`src/rtl/alu_ctrl_pkg.sv`:
```
// Shared ALU control codes, multiply-sequencer state encoding and iteration count.
// ALU_MUL_RADIX4_EN selects radix-4 stepping (two multiplier bits per BUSY cycle).
package alu_ctrl_pkg;

   typedef enum logic [2:0] {
      ALU_ADD = 3'b000,
      ALU_SUB = 3'b001,
      ALU_AND = 3'b010,
      ALU_OR  = 3'b011,
      ALU_MUL = 3'b100
   } alu_ctrl_e;

   typedef enum logic [1:0] {
      ST_IDLE,
      ST_BUSY,
      ST_DONE
   } mul_state_e;

`ifdef ALU_MUL_RADIX4_EN
   localparam int unsigned MUL_BITS_PER_ITER = 2;
`else
   localparam int unsigned MUL_BITS_PER_ITER = 1;
`endif

   function automatic int unsigned mul_iter(input int unsigned width);
      return width / MUL_BITS_PER_ITER;
   endfunction

   localparam int unsigned ITER = mul_iter(32);

endpackage

```
`src/rtl/alu_mul_step.sv`:
```
// One shift-add multiply iteration: next accumulator, multiplicand and multiplier.
// ALU_MUL_RADIX4_EN consumes two multiplier bits per step instead of one.
module alu_mul_step #(
   parameter int unsigned WIDTH = 32
) (
   input  logic [WIDTH-1:0] acc_i,
   input  logic [WIDTH-1:0] mcand_i,
   input  logic [WIDTH-1:0] mplier_i,
   output logic [WIDTH-1:0] acc_o,
   output logic [WIDTH-1:0] mcand_o,
   output logic [WIDTH-1:0] mplier_o
);

   logic [WIDTH-1:0] addend;

`ifdef ALU_MUL_RADIX4_EN
   always_comb begin
      addend = '0;
      case (mplier_i[1:0])
         2'd1:    addend = mcand_i;
         2'd2:    addend = mcand_i << 1;
         2'd3:    addend = mcand_i + (mcand_i << 1);
         default: addend = '0;
      endcase
      acc_o    = acc_i + addend;
      mcand_o  = mcand_i << 2;
      mplier_o = mplier_i >> 2;
   end
`else
   always_comb begin
      addend   = mplier_i[0] ? mcand_i : '0;
      acc_o    = acc_i + addend;
      mcand_o  = mcand_i << 1;
      mplier_o = mplier_i >> 1;
   end
`endif

endmodule

```
`src/rtl/alu_mul_seq.sv`:
```
// Multi-cycle multiply sequencer beside the EX-stage ALU; stalls the pipeline until done.
// ALU_MUL_RADIX4_EN halves the iteration count via radix-4 steps in alu_mul_step.
module alu_mul_seq
   import alu_ctrl_pkg::*;
#(
   parameter int unsigned WIDTH    = 32,
   parameter logic [2:0]  MUL_CODE = ALU_MUL
) (
   input  logic             clk_i,
   input  logic             rst_i,
   input  logic             valid_i,
   input  logic [2:0]       alu_ctrl_i,
   input  logic [WIDTH-1:0] src1_i,
   input  logic [WIDTH-1:0] src2_i,
   input  logic             flush_i,
   output logic             stall_o,
   output logic             busy_o,
   output logic             done_o,
   output logic [WIDTH-1:0] result_o
);

   localparam int unsigned N_ITER = mul_iter(WIDTH);
   localparam int unsigned CNT_W  = (N_ITER > 1) ? $clog2(N_ITER) : 1;

   mul_state_e       state;
   logic [WIDTH-1:0] acc, mcand, mplier;
   logic [WIDTH-1:0] acc_nxt, mcand_nxt, mplier_nxt;
   logic [CNT_W-1:0] cnt;
   logic             start;

   assign start   = (state == ST_IDLE) && valid_i && (alu_ctrl_i == MUL_CODE) && !flush_i;
   assign stall_o = start || (state == ST_BUSY);

   alu_mul_step #(.WIDTH(WIDTH)) u_step (
      .acc_i    (acc),
      .mcand_i  (mcand),
      .mplier_i (mplier),
      .acc_o    (acc_nxt),
      .mcand_o  (mcand_nxt),
      .mplier_o (mplier_nxt)
   );

   // done_o and busy_o are set on the edge entering their state, so they track it exactly
   always_ff @(posedge clk_i or negedge rst_i) begin
      if (!rst_i) begin
         state    <= ST_IDLE;
         acc      <= '0;
         mcand    <= '0;
         mplier   <= '0;
         cnt      <= '0;
         result_o <= '0;
         busy_o   <= 1'b0;
         done_o   <= 1'b0;
      end else begin
         done_o <= 1'b0;
         case (state)
            ST_IDLE: begin
               if (start) begin
                  mcand  <= src1_i;
                  mplier <= src2_i;
                  acc    <= '0;
                  cnt    <= '0;
                  state  <= ST_BUSY;
                  busy_o <= 1'b1;
               end
            end
            ST_BUSY: begin
               if (flush_i) begin
                  state  <= ST_IDLE;
                  busy_o <= 1'b0;
               end else begin
                  acc    <= acc_nxt;
                  mcand  <= mcand_nxt;
                  mplier <= mplier_nxt;
                  cnt    <= cnt + CNT_W'(1);
                  if (cnt == CNT_W'(N_ITER - 1)) begin
                     state    <= ST_DONE;
                     busy_o   <= 1'b0;
                     done_o   <= 1'b1;
                     result_o <= acc_nxt;
                  end
               end
            end
            ST_DONE: begin
               state <= ST_IDLE;
            end
            default: begin
               state  <= ST_IDLE;
               busy_o <= 1'b0;
            end
         endcase
      end
   end

endmodule

```
`config.mk`:
```
export PLATFORM = sky130hd
export DESIGN_NAME = alu_mul_seq
export DESIGN_NICKNAME = d
export VERILOG_FILES = /design/src/rtl/alu_ctrl_pkg.sv /design/src/rtl/alu_mul_step.sv /design/src/rtl/alu_mul_seq.sv
export SDC_FILE = /design/constraint.sdc
export NUM_CORES = 1
export LEC_CHECK = 0
export CELL_PAD_IN_SITES_DETAIL_PLACEMENT = 1
export CELL_PAD_IN_SITES_GLOBAL_PLACEMENT = 1
export CORE_MARGIN = 10
export CORE_UTILIZATION = 43
export CTS_CLUSTER_DIAMETER = 40
export CTS_CLUSTER_SIZE = 10
export DETAILED_ROUTE_END_ITERATION = 10
export GPL_TIMING_DRIVEN = 0
export PLACE_DENSITY = 0.78
export SYNTH_ARGS = -nofsm -noshare
export SYNTH_HDL_FRONTEND = slang
export SYNTH_SLANG_ARGS = --single-unit
```
`constraint.sdc`:
```
create_clock -name clk_i -period 3.3 [get_ports clk_i]
set_clock_uncertainty 0.1 [all_clocks]
set_input_delay 0.66 -clock clk_i [delete_from_list [all_inputs] [get_ports clk_i]]
set_output_delay 0.66 -clock clk_i [all_outputs]
set_load 0.1 [all_outputs]
```
==> impl_metrics.py <==
metrics = {
    "detailed_routing": {
        "first_iter_violations": 381,
        "drc": 0,
        "dr.pass1.iters": 4,
        "dr_total_vias": 6719,
        "drt-total-wl_mm": 24.4,
        "wl_per_cell_um": 20.6,
        "via_per_inst": 5.66,
        "antenna_left": 0,
    },
    "sta": {
        "fin_crit_ps": 3210,
        "setup_viol": 0,
        "worstMarginPinSlew_ps": 1040,
        "fin_crit_sh": 0.974,
        "max_slew_margin": 0.304,
        "setup-tns-final_ps": 0,
        "finalWorstSetupSlack_ps": 86.8,
        "hold_viol": 0,
        "finalMaxSlewViolations": 0,
        "max_freq_ghz": 0.311,
    },
    "global_route": {
        "grt_pass1_vias": 7308,
        "grt_max_degree": 73,
        "antenna_found_initial": 0,
        "grt_pass1_wl_mm": 39.5,
        "grtUsageTotal": 0.205,
        "grt_overflow": 0,
    },
    "die": {
        "coreArea_sq_mm": 0.0174,
        "die_h_um": 154,
        "dieArea_sq_mm": 0.0237,
        "io_pins": 106,
        "fp-row-count": 48,
        "die_x_um": 154,
        "start_util": 0.443,
    },
    "critical_path": {
        "cp_slowest_cell": "dfrtp_2",
        "cp_num_cells": 10,
        "r2r_end": "acc[28]",
        "crit_family": "compound AO/OA/AOI/OAI gates",
        "startpoint": "mplier[0]",
        "crit_buf_inv": 0,
        "cp_max_fo": 6,
        "cp_cell_sequence": "and2_1 -> ha_1 -> fa_2 -> a21o_1 -> a221oi_4 -> nor4_4 -> o2111a_1 -> and2_1 -> or3_4 -> a32o_1",
        "path_common_cell": "and2_1",
        "cp-endpoint": "acc[28]",
        "critPathKind": "reg -> reg",
        "cp-start-kind": "flip-flop",
        "worstPathArrival_ps": 3440,
        "worstRegToRegCells": 10,
        "rrSetupSlack_ps": 90,
        "required_ps": 3520,
        "cpPeakStageDelay_ps": 470,
        "worst_setup_path_end_kind": "flip-flop",
        "timing.rr.start": "mplier[0]",
    },
    "power": {
        "leakage_nw": 4.58,
        "vdd_ir_drop_max_uv": 377,
        "power_density_mw_per_mm2": 555,
    },
    "yosys": {
        "synth_nets": 929,
        "synth_cells": 824,
        "netlist.top_cell.by_area": "dfrtp_1",
        "synth_xor_area_frac": 0.0295,
        "syn_area_sq_mm": 0.00771,
        "yosysTopAreaCellShare": 0.444,
        "synth_fa_ha_area_frac": 0.0561,
        "synth_edf_count": 0,
        "synth_area_leaders": "dfrtp_1 44%, mux2i_1 8.2%, nand2_1 7.2%",
        "ys_seq_elements": 137,
        "synthDistinctLibCells": 61,
        "syn_area_per_cell_sq_um": 9.36,
        "yosys.area_share.simple": 0.169,
        "synth_warnings": 0,
        "synthTopCellsByCount": "148 x nand2_1, 137 x dfrtp_1, 105 x o21ai_0",
        "yosysSeqAreaShare": 0.444,
        "synth_ff_type": "dfrtp_1",
        "synth_most_common_cell": "nand2_1",
        "synth_top_family_by_area": "compound AO/OA/AOI/OAI gates",
        "async_flop_share": 1.00,
        "synth-compound-area-share": 0.179,
        "synth_mux_area_frac": 0.0905,
    },
    "clock_network": {
        "cts_buffers": 17,
        "clock-sinks": 137,
        "cts_buffer_depth": 2,
        "cts_tree": "done",
        "clock_latency_ps": 440,
        "path_clk_slew_ps": 70,
        "cts_root_buf": "clkbuf_16",
        "cts_hold_buf": 0,
        "htreeDepth": 4,
    },
    "placed_design": {
        "dp_hpwl_mm": 17.7,
        "portBuffers": 105,
        "routabilityCongestion": 0.938,
        "post-place-ws_ps": -919,
    },
    "status": {
        "status": "complete, no violations",
    },
    "final_layout": {
        "fillerInstances": 2010,
        "area_growth_pct": 27.3,
        "diodes": 0,
        "drive_gt1_frac": 0.0945,
        "final_net_count": 1055,
    },
    "run": {
        "drv_cap": 0,
    },
    "min_path": {
        "hold_class": "in -> async",
    },
}
[flip-flops by register name, summed over array words and instances, names as in the netlist]
signal / flops
busy_o: 1
mcand: 32
state: 2
mplier: 32
result_o: 32
done_o: 1
cnt: 5
acc: 32
[power breakdown]
group	switching [mW]	internal [mW]	leakage (nW)
Clock	0.827	1.05	0.269
Combinational	0.818	0.557	2.49
Sequential	0.220	1.98	1.82
Total	1.87	3.59	4.58
[worst reg2reg max path, delay by kind of cell, from the launching register on]
kind | cells | cell delay, ps
flops | 1 | 470
fa+ha+maj | 2 | 570
compound gates | 4 | 1140
simple gates | 4 | 820
[logic make-up after synthesis]
logic type	Yosys count
multiplexers	69
flip-flops	137
XOR/XNOR	26
AO/OA/AOI/OAI	224
adder cells (fa/ha/maj)	34
AND/OR/NAND/NOR	276
buffers and inverters	58
[per-stage QoR]
| step | instance area, sq um | hold slack [ps] | utilization | power [mW] | instances |
|---|---|---|---|---|---|
| floorplan | 7710 | 264 | - | 3.06 | 824 |
| detailed placement | 9080 | 370 | 0.521 | 3.53 | 1155 |
| global route | 9820 | 154 | 0.564 | 5.77 | 1188 |
| CTS | 9710 | 131 | 0.557 | 5.44 | 1188 |
| finish | 9820 | 103 | 0.564 | 5.45 | 1188 |
| global placement | 9050 | 361 | 0.519 | 3.47 | 1154 |
[cell usage in the layout (no fill, tap or decap), types with 5 or more instances in the layout]
master / instances
nand2_1: 148
dfrtp_1: 136
o21ai_0: 103
clkdlybuf4s50_1: 103
mux2i_1: 63
and2_1: 37
a21oi_1: 37
ha_1: 28
nor2_1: 23
clkbuf_1: 21
nand4_1: 19
clkbuf_16: 17
xor2_1: 16
a22o_1: 16
nand3_1: 12
inv_1: 10
a21o_1: 10
xnor2_1: 10
buf_1: 9
buf_2: 8
and3_1: 7
o31ai_1: 6
mux2_2: 6
buf_4: 5
or3_1: 5
nor4_1: 5
o21a_1: 5
[cell type report]
type / count / area [sq um] / area share
Tap cell: 225 / 282 / 0.0287
Sequential cell: 137 / 3430 / 0.349
Timing Repair Buffer: 109 / 1100 / 0.112
Clock inverter: 15 / 143 / 0.0145
Multi-Input combinational cell: 629 / 4200 / 0.427
Buffer: 46 / 206 / 0.0210
Clock buffer: 17 / 425 / 0.0433
Inverter: 10 / 37.5 / 0.00382
[layer usage]
metal  global-route usage  wire length (um)  vias up  part of all wire
met1                0.259             11000     3357              0.45
met2                0.338             11900      125              0.49
met4               0.0612               421        0             0.017
met3               0.0519              1110       36             0.046
met5                    0                 0        -                 0
li1                     -                 -     3201                 -
[how the worst min path moves through the flow]
stage                              to  slack, ps  depth (start not counted)
after floorplan                acc[0]        260                          0
after global placement      mplier[7]        360                          2
after detailed placement  result_o[4]        370                          2
after CTS                 result_o[6]        130                          1
after global routing      result_o[6]        150                          1
final                     result_o[6]        100                          1
[repair_timing]
action | CTS | global route
pin swaps | 2 | 3
buffers inserted | 1 | 2
resized for setup | 20 | 26
endpoints found under the setup margin | 50 | 24
Power figures use the tool's default switching activity.
